--- config.mk ---
export PLATFORM = sky130hd
export DESIGN_NAME = mem_arbiter
export DESIGN_NICKNAME = d
export VERILOG_FILES = /design/src/rtl/simplez_pkg.sv /design/src/rtl/mem_arb_pick.sv /design/src/rtl/mem_arbiter.sv
export SDC_FILE = /design/constraint.sdc
export NUM_CORES = 1
export LEC_CHECK = 0
export ABC_AREA = 1
export BUFFER_PORTS_ARGS = -buffer_cell sky130_fd_sc_hd__buf_2
export CAP_MARGIN = 20
export CORE_MARGIN = 1
export CORE_UTILIZATION = 50
export DETAILED_ROUTE_END_ITERATION = 6
export GPL_TIMING_DRIVEN = 0
export PLACE_DENSITY = 0.88
export SLEW_MARGIN = 10
export SYNTH_ARGS = -nofsm -noshare
export SYNTH_HDL_FRONTEND = slang
export SYNTH_SLANG_ARGS = --single-unit
--- constraint.sdc ---
create_clock -name clk -period 2.4 [get_ports clk]
set_input_delay 0.24 -clock clk [delete_from_list [all_inputs] [get_ports clk]]
set_output_delay 0.24 -clock clk [all_outputs]
set_load 0.01 [all_outputs]
--- src/rtl/simplez_pkg.sv ---
// Shared defaults and FSM encoding for the two-port memory arbiter.
// Owner encoding: 0 = port A (CPU), 1 = port B (loader/debug).
package simplez_pkg;

   localparam int unsigned ADDR_W_DEF = 9;
   localparam int unsigned DATA_W_DEF = 12;

   localparam logic OWN_A = 1'b0;
   localparam logic OWN_B = 1'b1;

   typedef enum logic [1:0] {
      IDLE   = 2'd0,
      ACCESS = 2'd1,
      DONE   = 2'd2
   } state_e;

endpackage

--- src/rtl/mem_arb_pick.sv ---
// Combinational winner selection between ports A and B.
// MEM_ARB_RR_EN defined: ties go to the pointer; undefined: B always wins ties.
module mem_arb_pick
   import simplez_pkg::*;
(
   input  logic a_req_i,
   input  logic b_req_i,
   input  logic ptr_i,
   output logic win_c_o
);

`ifdef MEM_ARB_RR_EN
   always_comb begin
      win_c_o = OWN_A;
      if (a_req_i && b_req_i) begin
         win_c_o = ptr_i;
      end else if (b_req_i) begin
         win_c_o = OWN_B;
      end
   end
`else
   // Fixed priority only looks at B; the other inputs are kept for a uniform interface.
   logic unused_in;
   assign unused_in = a_req_i ^ ptr_i;

   always_comb begin
      win_c_o = OWN_A;
      if (b_req_i) begin
         win_c_o = OWN_B;
      end
   end
`endif

endmodule

--- src/rtl/mem_arbiter.sv ---
// Two-port arbiter in front of a single-port memory: IDLE -> ACCESS -> DONE per access.
// Define MEM_ARB_RR_EN for round-robin arbitration; default is fixed priority to port B.
module mem_arbiter
   import simplez_pkg::*;
#(
   parameter int unsigned ADDR_W = ADDR_W_DEF,
   parameter int unsigned DATA_W = DATA_W_DEF
) (
   input  logic              clk,
   input  logic              rst,

   input  logic              a_req,
   input  logic              a_we,
   input  logic [ADDR_W-1:0] a_addr,
   input  logic [DATA_W-1:0] a_wdata,
   output logic              a_ack,
   output logic [DATA_W-1:0] a_rdata,

   input  logic              b_req,
   input  logic              b_we,
   input  logic [ADDR_W-1:0] b_addr,
   input  logic [DATA_W-1:0] b_wdata,
   output logic              b_ack,
   output logic [DATA_W-1:0] b_rdata,

   output logic [ADDR_W-1:0] mem_addr,
   output logic              mem_wr,
   output logic [DATA_W-1:0] mem_wdata,
   input  logic [DATA_W-1:0] mem_rdata,

   output logic              busy
);

   state_e              state_q, state_d;
   logic                own_q, own_d;
   logic                we_q, we_d;
   logic [ADDR_W-1:0]   mem_addr_q, mem_addr_d;
   logic [DATA_W-1:0]   mem_wdata_q, mem_wdata_d;
   logic                mem_wr_q, mem_wr_d;
   logic                a_ack_q, a_ack_d;
   logic                b_ack_q, b_ack_d;
   logic [DATA_W-1:0]   a_rdata_q, a_rdata_d;
   logic [DATA_W-1:0]   b_rdata_q, b_rdata_d;
   logic                busy_q, busy_d;
   logic                ptr_c;
   logic                win_c;

`ifdef MEM_ARB_RR_EN
   logic                ptr_q, ptr_d;
   assign ptr_c = ptr_q;
`else
   assign ptr_c = OWN_A;
`endif

   mem_arb_pick u_pick (
      .a_req_i (a_req),
      .b_req_i (b_req),
      .ptr_i   (ptr_c),
      .win_c_o (win_c)
   );

   // State register
   always_ff @(posedge clk) begin
      if (rst) begin
         state_q <= IDLE;
      end else begin
         state_q <= state_d;
      end
   end

   // Next-state logic
   always_comb begin
      state_d = state_q;
      unique case (state_q)
         IDLE:    if (a_req || b_req) state_d = ACCESS;
         ACCESS:  state_d = DONE;
         DONE:    state_d = IDLE;
         default: state_d = IDLE;
      endcase
   end

   // Output and datapath next values; everything leaves the block through a flop
   always_comb begin
      own_d       = own_q;
      we_d        = we_q;
      mem_addr_d  = mem_addr_q;
      mem_wdata_d = mem_wdata_q;
      mem_wr_d    = 1'b0;
      a_ack_d     = 1'b0;
      b_ack_d     = 1'b0;
      a_rdata_d   = a_rdata_q;
      b_rdata_d   = b_rdata_q;
      busy_d      = (state_d != IDLE);
`ifdef MEM_ARB_RR_EN
      ptr_d       = ptr_q;
`endif
      unique case (state_q)
         IDLE: begin
            if (a_req || b_req) begin
               own_d       = win_c;
               we_d        = (win_c == OWN_B) ? b_we    : a_we;
               mem_addr_d  = (win_c == OWN_B) ? b_addr  : a_addr;
               mem_wdata_d = (win_c == OWN_B) ? b_wdata : a_wdata;
               // mem_wr rises with the ACCESS state and falls on the next edge
               mem_wr_d    = we_d;
`ifdef MEM_ARB_RR_EN
               ptr_d       = ~win_c;
`endif
            end
         end
         ACCESS: begin
            mem_wr_d = 1'b0;
         end
         DONE: begin
            if (own_q == OWN_B) begin
               b_ack_d = 1'b1;
               if (!we_q) b_rdata_d = mem_rdata;
            end else begin
               a_ack_d = 1'b1;
               if (!we_q) a_rdata_d = mem_rdata;
            end
         end
         default: begin
            mem_wr_d = 1'b0;
         end
      endcase
   end

   // Datapath and output registers
   always_ff @(posedge clk) begin
      if (rst) begin
         own_q       <= OWN_A;
         we_q        <= 1'b0;
         mem_addr_q  <= '0;
         mem_wdata_q <= '0;
         mem_wr_q    <= 1'b0;
         a_ack_q     <= 1'b0;
         b_ack_q     <= 1'b0;
         a_rdata_q   <= '0;
         b_rdata_q   <= '0;
         busy_q      <= 1'b0;
`ifdef MEM_ARB_RR_EN
         ptr_q       <= OWN_A;
`endif
      end else begin
         own_q       <= own_d;
         we_q        <= we_d;
         mem_addr_q  <= mem_addr_d;
         mem_wdata_q <= mem_wdata_d;
         mem_wr_q    <= mem_wr_d;
         a_ack_q     <= a_ack_d;
         b_ack_q     <= b_ack_d;
         a_rdata_q   <= a_rdata_d;
         b_rdata_q   <= b_rdata_d;
         busy_q      <= busy_d;
`ifdef MEM_ARB_RR_EN
         ptr_q       <= ptr_d;
`endif
      end
   end

   assign a_ack     = a_ack_q;
   assign b_ack     = b_ack_q;
   assign a_rdata   = a_rdata_q;
   assign b_rdata   = b_rdata_q;
   assign mem_addr  = mem_addr_q;
   assign mem_wr    = mem_wr_q;
   assign mem_wdata = mem_wdata_q;
   assign busy      = busy_q;

endmodule

==> results by group, run 1 <==
Setup path
  – CP max stage delay: 360 ps
  – Crit path max fanout: 10
  – Crit-path cells: nor2_1 -> buf_2 -> nand3_1 -> nand2_1 -> nor2_1
  – CP Capture Type: flop
  – CP delay by family, top: simple AND/OR/NAND/NOR gates
  – Slowest-stage cell, CP: dfxtp_1
  – Crit path buffers/inverters: 1
  – Most frequent CP cell: nor2_1
  – WS Path Type: flop to flop
  – Startpoint types: flop
  – Worst EP arrival: 1440 ps
  – Req. time, crit path: 2610 ps

CTS
  – Clock Sinks: 53
  – CTS Root Cell: clkbuf_8
  – Max Buffers Root-to-Sink: 2
  – Post-CTS setup buffer count: 0
  – CTS resizes: 0
  – H-tree depth: 2
  – CTS tree: built
  – Worst-Skew Late Latency: 310 ps
  – CTS Hold Bufs: 0
  – Reg clk slew, reported paths: 90 ps
  – TritonCTS Buffers: 5

Pwr
  – Pleak: 0.001816 µW
  – VDD IR max: 0.0003513 V
  – PD cells: 619.1 nW/µm²
  – Overall power: 1918 µW

Yosys
  – Cell Area, Synth: 2396 µm²
  – Net Count, Synth: 442
  – Yosys warning total: 0
  – Yosys reg bits: 53
  – Netlist cell types: 13
  – Cells after Synth: 382
  – Mean Syn Cell Area: 6.272 µm²
  – Register area share after synthesis: 44.28%

Global route
  – GR Overflow Total: 0
  – Number of global-route vias before repair: 2245
  – Gr usage total: 22.90%
  – Largest net degree at the start of global routing: 17
  – Initial antenna violation count: 0
  – First-pass GRT wire length: 9246 µm

Placed design
  – Port Buffers: 108
  – Gpl congestion: 0.8176
  – HPWL Detailed: 4290 µm

Worst hold path
  – Worst Hold Class: input port to flop

Floorplan
  – Num ports: 109
  – Initial Utilization: 53.55%
  – DIE WIDTH: 71.23 µm
  – # rows: 24
  – Die Footprint: 5073 µm²
  – Die Y: 71.23 µm
  – CORE AREA: 4474 µm²

STA
  – Final worst path period need: 1231 ps
  – Hold Violations, Final: 0
  – Slew @ Worst Pin: 460.5 ps
  – Setup-failing EPs final: 0
  – WHS: 132.6 ps
  – Slew Limit Fails: 0
  – Setup_tns: 0 ps
  – RSZ-0062 raised after global routing: no
  – Crit share post-route: 51.29%
  – Slew headroom: 69.30%
  – Fmax: 812.4 MHz
  – Final Skew: 4.363 ps

Run status
  – Run status: finished with violations
  – Failing checks: design-rule violations

Detailed routing
  – Routed len/inst: 10.02 µm
  – Via count: 2549
  – First-pass iteration count of the detailed router: 6
  – Number of remaining DRC errors: 7
  – DRT iter0 DRCs: 157
  – WL final: 5510 µm
  – Antenna viol nets, final: 0
  – Vias per inst: 4.635

Finish
  – Area Overhead vs Synth: 29.29%
  – Layout cell share with drive strength beyond 1: 27.31%
  – Fin util: 69.24%
  – Nets: 557
  – Ant diodes: 0

Flow run
  – Max-Cap Viols: 0
layout make-up:
cell class | instances | area [µm²]
Fill cell | 380 | 1376
Multi-Input combinational cell | 268 | 1065
Sequential cell | 53 | 1061
Timing Repair Buffer | 108 | 540.5
Inverter | 41 | 153.9
Buffer | 20 | 116.4
Clock buffer | 6 | 82.58
Tap cell | 52 | 65.06
Clock inverter | 2 | 13.76
path summary, 6_finish.rpt:
kind                                              start                      end  slack (ps)  cells after the start
worst max-delay path                 own_q$_SDFFE_PP0P_  a_rdata[3]$_SDFFE_PP0P_        1170                      5
worst min-delay path                                rst          busy$_SDFF_PP0_         130                      2
worst max register to register       own_q$_SDFFE_PP0P_  a_rdata[3]$_SDFFE_PP0P_        1170                      5
worst min register to register  a_rdata[3]$_SDFFE_PP0P_  a_rdata[3]$_SDFFE_PP0P_         480                      2
cells in the mapped netlist, drive strengths merged:
library cell	number	area [µm²]
nor2	87	334.1
a21oi	14	70.07
clkbuf	3	11.26
dfxtp	53	1061
nand3	25	125.1
buf	17	105.1
inv	41	153.9
nand2	142	535.5
logic make-up after synthesis:
kind of cell           count (synthesis)  synth area share, %
AO/OA/AOI/OAI                         14                2.924
flip-flops                            53                44.28
AND/OR/NAND/NOR                      254                41.51
buffers and inverters                 61                11.28
through the flow:
| stage | setup slack [ps] | std cells | area [µm²] |
|---|---|---|---|
| global route | 1039 | 550 | 3098 |
| global placement | 1219 | 542 | 3002 |
| floorplan | 1344 | 382 | 2396 |
| finish | 1169 | 550 | 3098 |
| detailed placement | 1171 | 542 | 3002 |
| CTS | 1184 | 550 | 3098 |
per-layer routing:
metal  up-vias  wire length [µm]  track usage, %
li1       1363                 -               -
met1      1079              2431           27.74
met2        97              2601           40.11
met3        10               389           5.626
met4         0                87           7.111
met5         -                 0               0
layout by cell type (no fill, tap or decap):
cell type    n
nor2_1      86
nand2_2      1
nor2_4       1
inv_2        1
buf_4        3
clkinv_4     1
inv_1       40
dfxtp_1     53
a21oi_1     14
clkinv_2     1
buf_2      120
nand3_1     25
clkbuf_8     6
buf_6        2
clkbuf_1     3
nand2_1    141
power by group:
group          total (µW)  internal (µW)  switching, µW
sequential            977            943           33.7
clock                 520            234            286
combinational         421            172            249
sequential cells by signal (all words and copies together) (netlist names):
signal,count
a_ack,1
a_rdata,12
b_ack,1
b_rdata,12
busy,1
mem_addr,9
mem_wdata,12
mem_wr,1
own_q,1
state_q,2
we_q,1
Note: power is estimated with default switching activity, not from simulation.
==> run 2, diff against run 1 <==
- ABC_AREA: 1 -> 0
- CORE_UTILIZATION: 50 -> 45
- PLACE_DENSITY: 0.88 -> 0.83
- clock period: 2.4 -> 1.2 ns (I/O delays scaled with it)
==> run 2 against run 1 <==
Against the previous run: the flow finishes with violations (negative setup slack); via count fell by 7.7%; power rose by 110%; count of clock-buffer cells in the layout rose by 1; cell area is 10% higher; critical endpoint is now a_rdata[6]$_SDFFE_PP0P_; largest cell class unchanged; highest routed layer unchanged.
==> results by group, run 2 <==
Run status
  – Run status: finished with violations
  – Failing checks: negative setup slack

Yosys
  – Netlist cell types: 23 (+10)
  – Yosys warning total: 0 (unchanged)
  – Most area-hungry cell type in the Yosys netlist: dfxtp_1
  – Register area share after synthesis: 48.21% (+3.9 points)
  – Prevailing post-synth register cell: dfxtp_1
  – Yosys top cell area share: 48.21% (+3.9 points)
  – Post-synth EDFFs: 0 (unchanged)
  – Ys async rst share: 0% (unchanged)
  – Yosys reg bits: 53 (unchanged)
  – Mean Syn Cell Area: 9.653 µm² (+54%)
  – Top-count cell post-synth: dfxtp_1
  – Synth cell count leaders: 53 x dfxtp_1, 50 x nand2_1, 47 x a21oi_1, 22 x mux2i_1, 20 x a211oi_2
  – Synth top area cells: dfxtp_1 48%, a211oi_2 11%, a21oi_1 11%
  – Net Count, Synth: 288 (-35%)
  – Cell Area, Synth: 2201 µm² (-8.1%)
  – Cells after Synth: 228 (-40%)

STA
  – Fmax: 704.7 MHz (-13%)
  – Setup-failing EPs final: 47 (+47)
  – WHS: 50.99 ps (-81.63 ps)
  – Crit share post-route: 118.3% (+67 points)
  – Final worst path period need: 1419 ps (+188.1 ps)
  – Setup_tns: -4971 ps (-4971 ps)
  – Final Skew: 8.315 ps (+3.953 ps)
  – Slew headroom: 33.68% (-36 points)
  – Slack of the critical path: -219.1 ps (-1388 ps)
  – Slew @ Worst Pin: 994.8 ps (+534.3 ps)
  – RSZ-0062 raised after global routing: yes
  – Slew Limit Fails: 0 (unchanged)
  – Hold Violations, Final: 0 (unchanged)

CTS
  – TritonCTS Buffers: 5 (unchanged)
  – Reg clk slew, reported paths: 90 ps (about the same)
  – Max Buffers Root-to-Sink: 2 (unchanged)
  – Worst-Skew Late Latency: 310 ps (about the same)
  – H-tree depth: 2 (unchanged)
  – Clock Sinks: 53 (unchanged)
  – CTS Root Cell: clkbuf_8
  – CTS tree: built

Worst hold path
  – Worst Hold Class: input port to flop

Detailed routing
  – Number of remaining DRC errors: 0 (-7)
  – Antenna viol nets, final: 0 (unchanged)
  – Vias per inst: 5.521 (+19%)
  – DRT iter0 DRCs: 188 (+20%)
  – First-pass iteration count of the detailed router: 5 (-1)
  – WL final: 7745 µm (+41%)
  – Via count: 2352 (-7.7%)
  – Routed len/inst: 18.18 µm (+81%)

Global route
  – Largest net degree at the start of global routing: 16 (-1)
  – GR Overflow Total: 0 (unchanged)
  – Number of global-route vias before repair: 2165 (-3.6%)
  – First-pass GRT wire length: 10490 µm (+13%)
  – Gr usage total: 26.87% (+4.0 points)
  – Initial antenna violation count: 0 (unchanged)

Setup path
  – CP max stage delay: 540 ps (+180 ps)
  – Crit-path cells: or4b_4 -> buf_8 -> nand2_2 -> a21oi_2
  – Startpoint types: flop
  – Worst EP arrival: 1590 ps (+150 ps)
  – Slowest-stage cell, CP: or4b_4
  – Req. time, crit path: 1370 ps (-1240 ps)
  – WS Path Type: flop to flop
  – Crit path max fanout: 8 (-2)
  – CP delay by family, top: simple AND/OR/NAND/NOR gates
  – CP Capture Type: flop
  – Crit path buffers/inverters: 1 (unchanged)

Pwr
  – VDD IR max: 0.0008185 V (+130%)
  – PD cells: 1200 nW/µm² (+94%)
  – Overall power: 4090 µW (+110%)
  – Pleak: 0.001508 µW (-17%)

Floorplan
  – CORE AREA: 4723 µm² (+5.6%)
  – Die Footprint: 5175 µm² (+2.0%)
  – Num ports: 109 (unchanged)
  – DIE WIDTH: 71.94 µm (+1.0%)
  – Die Y: 71.94 µm (+1.0%)
  – # rows: 25 (+4.2%)
  – Initial Utilization: 46.60% (-7.0 points)

Finish
  – Nets: 418 (-25%)
  – Final Non-Filler Cells: 426 (-23%)
  – Ant diodes: 0 (unchanged)
  – Most frequent cells in the layout: 110 x buf_2, 49 x dfxtp_1, 31 x a21oi_1
  – Seq. cell area: 1074 µm² (+1.2%)
  – Layout cell share with drive strength beyond 1: 59.89% (+33 points)
  – Fillers: 309 (-19%)
  – Area Overhead vs Synth: 54.86%
  – Most common cell after layout, fill and taps aside: buf_2
  – Multi-input combinational cell area: 1254 µm² (+18%)

Placed design
  – HPWL Detailed: 4171 µm (-2.8%)
  – Gpl congestion: 0.7147 (-13%)
  – Port Buffers: 106 (-1.9%)
  – Post-Place Setup Slack: -160.9 ps (-1332 ps)
  – Post-Place Cells: 401 (-26%)

Flow run
  – Max-Cap Viols: 0 (unchanged)
[run 2: changes by cell type after synthesis, sizes merged, moves of 5 or more]
cell	delta
nand2	-92
nor2	-85
inv	-41
a21oi	+33
nand3	-25
a211oi	+22
mux2i	+22
buf	-5
clkbuf	+5
[run 2: final timing paths]
kind                            from                        to  slack [ps]  cells past startpoint
min                    mem_rdata[10]  b_rdata[10]$_SDFFE_PP0P_          50                      3
min reg2reg  b_rdata[6]$_SDFFE_PP0P_   b_rdata[6]$_SDFFE_PP0P_         460                      2
max            state_q[1]$_SDFF_PP0_   a_rdata[6]$_SDFFE_PP0P_        -220                      4
max reg2reg    state_q[1]$_SDFF_PP0_   a_rdata[6]$_SDFFE_PP0P_        -220                      4
[run 2: worst register-to-register path: stages, from the launching register on]
cell and delay (ps):
dfxtp_4 430, or4b_4 540, buf_8 180, nand2_2 80
a21oi_2 60
[run 2: what timing repair did]
item                                    4_1_cts  5_1_grt
pin swaps                                    23       23
hold buffers                                  0        0
gates resized for setup                      44       45
gates cloned                                  5        0
setup buffers                                10        3
endpoints found under the setup margin       46       50
[run 2: through the flow]
step	instance area, µm²	utilization (%)
after global routing	3408	72.16
after CTS	3221	68.19
final	3408	72.16
after detailed placement	2829	59.89
after floorplan	2215	-
after global placement	2829	59.89
[run 2: final cells by class]
type	instances	area share [%]
Multi-Input combinational cell	155	36.78
Sequential cell	53	31.50
Timing Repair Buffer	123	21.59
Buffer	20	4.699
Clock buffer	7	2.827
Tap cell	67	2.460
Clock inverter	1	0.1468
[run 2: cells by family (layout without fill, tap and decap cells)]
family          after synthesis  after routing  share of synthesized area [%]
compound gates               71             71                          23.54
buf+inv                      20            151                          4.946
flops                        53             53                          48.21
mux                          22             22                          10.01
simple gates                 62             62                          13.30
[run 2: layer usage]
layer	vias to the layer above	GRT usage (%)	wire (µm)
li1	1060	-	-
met1	1135	29.86	2950
met4	0	11.55	299
met2	132	48.95	4015
met3	25	6.389	480
met5	-	0	0
[run 2: where the power goes]
part           leakage, µW  switching [µW]  internal [µW]  total (µW)
sequential        0.000437            86.1           1880        1960
clock            0.0000542             571            522        1090
combinational      0.00102             531            503        1030
total              0.00151            1190           2900        4090
==> run 3, diff against run 2 <==
- CORE_UTILIZATION: 45 -> 41
- HOLD_SLACK_MARGIN: not set -> 0.06
- PLACE_DENSITY: 0.83 -> 0.8
- clock period: 1.2 -> 1.3 ns (I/O delays scaled with it)
==> run 3 against run 2 <==
Against the previous run: the flow still finishes with violations (negative setup slack); core utilization decreased by 11 points; sequential power decreased by 8%; cell area decreased by 7.9%; final cell count decreased by 0.94%; worst setup slack improved by 160 ps; global-route usage decreased by 6.5 points; critical path depth unchanged; clock skew increased by 2.6 ps; largest power group unchanged.
==> results by group, run 3 (synthesis results as in run 2) <==
Global route
  – First-pass GRT wire length: 8735 µm (-17%)
  – Gr usage total: 20.42% (-6.5 points)
  – Initial antenna violation count: 0 (unchanged)
  – GR Overflow Total: 0 (unchanged)
  – Largest net degree at the start of global routing: 16 (unchanged)
  – Number of global-route vias before repair: 1941 (-10%)

Detailed routing
  – Antenna viol nets, final: 0 (unchanged)
  – Via count: 2073 (-12%)
  – M1 WL: 2513 µm (-15%)
  – Max layer used: met4
  – Vias per inst: 4.912 (-11%)
  – DRT iter0 DRCs: 92 (-51%)
  – Met2 routed WL: 2922 µm (-27%)
  – First-pass iteration count of the detailed router: 4 (-1)
  – WL final: 5754 µm (-26%)
  – Routed len/inst: 13.64 µm (-25%)
  – Met3 routed WL: 250 µm (-48%)
  – Number of remaining DRC errors: 0 (unchanged)

Placed design
  – HPWL Detailed: 4110 µm (-1.5%)
  – Gpl congestion: 0.7270 (+1.7%)
  – Port Buffers: 106 (unchanged)
  – Post-Place Setup Slack: -207.6 ps (-46.74 ps)

STA
  – Slew @ Worst Pin: 716.0 ps (-278.9 ps)
  – WHS: 66.01 ps (+15.03 ps)
  – Crit share post-route: 104.4% (-14 points)
  – Final worst path period need: 1357 ps (-61.63 ps)
  – Slack of the critical path: -57.44 ps (+161.6 ps)
  – Hold Violations, Final: 0 (unchanged)
  – Slew Limit Fails: 0 (unchanged)
  – Slew headroom: 52.27% (+19 points)
  – Final Skew: 10.88 ps (+2.561 ps)
  – Fmax: 736.7 MHz (+4.5%)
  – RSZ-0062 raised after global routing: yes
  – Setup-failing EPs final: 10 (-79%)

CTS
  – Reg clk slew, reported paths: 90 ps (about the same)
  – Worst-Skew Late Latency: 310 ps (about the same)
  – CTS Root Cell: clkbuf_8
  – CTS tree: built
  – H-tree depth: 2 (unchanged)
  – TritonCTS Buffers: 5 (unchanged)
  – Clock Sinks: 53 (unchanged)
  – Max Buffers Root-to-Sink: 2 (unchanged)

Setup path
  – Crit-path cells: or4b_4 -> buf_6 -> nand2_2 -> a21oi_2
  – CP max stage delay: 580 ps (+40 ps)
  – Slowest-stage cell, CP: or4b_4
  – Req. time, crit path: 1480 ps (+110 ps)
  – WS Path Type: flop to flop
  – CP Capture Type: flop
  – Startpoint types: flop
  – Worst EP arrival: 1540 ps (-50 ps)
  – Crit path buffers/inverters: 1 (unchanged)
  – Crit path max fanout: 5 (-3)
  – CP delay by family, top: simple AND/OR/NAND/NOR gates

Floorplan
  – Die Y: 75.27 µm (+4.6%)
  – CORE AREA: 5140 µm² (+8.8%)
  – Num ports: 109 (unchanged)
  – DIE WIDTH: 75.27 µm (+4.6%)
  – Initial Utilization: 42.82% (-3.8 points)
  – Die Footprint: 5665 µm² (+9.5%)
  – # rows: 26 (+4.0%)

Run status
  – Failing checks: negative setup slack
  – Run status: finished with violations

Finish
  – Multi-input combinational cell area: 1110 µm² (-11%)
  – Fillers: 480 (+55%)
  – Fin util: 61.10% (-11 points)
  – Most common cell after layout, fill and taps aside: buf_2
  – Seq. cell area: 1074 µm² (unchanged)
  – Area Overhead vs Synth: 42.69%
  – Ant diodes: 0 (unchanged)
  – Most frequent cells in the layout: 111 x buf_2, 49 x dfxtp_1, 40 x nand2_1, 40 x a21oi_1, 22 x mux2i_1
  – Nets: 411 (-1.7%)
  – Layout cell share with drive strength beyond 1: 50.00% (-9.9 points)

Pwr
  – PD cells: 1175 nW/µm² (-2.1%)
  – Pleak: 0.001399 µW (-7.2%)
  – Overall power: 3691 µW (-9.8%)
  – VDD IR max: 0.0005853 V (-28%)

Worst hold path
  – Worst Hold Class: input port to flop

Flow run
  – Max-Cap Viols: 0 (unchanged)
run 3: changes by cell type in the layout (fill, tap and decap cells not counted), sizes merged:
cell	before	now
buf	136	118
bufinv	0	1
dlygate4sd3	0	7
clkbuf	14	18
clkinv	1	0
run 3: final cells by class:
cell class	instances	share of cell area (%)
multi-input combinational	155	35.34
buffer	20	4.024
timing repair buffer	116	19.96
tap	70	2.789
clock buffer	7	2.749
clock inverter	1	0.9562
sequential	53	34.18
run 3: power by group:
part           internal (µW)  switching, µW
Combinational            348            382
Sequential              1730           69.6
Clock                    628            531
run 3: stage by stage:
step,setup TNS (ps),std cells,instance area (µm²)
after floorplan,0,228,2201
after global placement,-2718,404,2819
after detailed placement,-3163,404,2819
after CTS,-347.5,420,3070
after global routing,-772.3,422,3141
final,-461.8,422,3141
run 3: final timing paths:
kind                            from                 endpoint  slack, ps  cells past startpoint
min reg2reg  b_rdata[3]$_SDFFE_PP0P_  b_rdata[3]$_SDFFE_PP0P_        460                      2
min                     mem_rdata[8]  b_rdata[8]$_SDFFE_PP0P_         70                      3
max reg2reg        we_q$_SDFFE_PP0P_  a_rdata[8]$_SDFFE_PP0P_        -60                      4
max                we_q$_SDFFE_PP0P_  a_rdata[8]$_SDFFE_PP0P_        -60                      4
run 3: what timing repair did:
action / CTS / global route
gates cloned: 1 / 0
hold buffers: 5 / 2
pin swaps: 16 / 5
hold endpoints to repair: 5 / 2
setup buffers: 2 / 0
endpoints found under the setup margin: 30 / 33
gates resized for setup: 25 / 13
run 3: worst reg2reg max path: stages (launching register included):
cell,delay [ps]
dfxtp_4,370
or4b_4,580
buf_6,170
nand2_2,60
a21oi_2,50
run 3: per-layer routing:
layer | vias up | GRT usage [%]
met5 | - | 0
met3 | 4 | 5.489
met1 | 972 | 24.94
met2 | 51 | 35.14
li1 | 1046 | -
met4 | 0 | 6.379
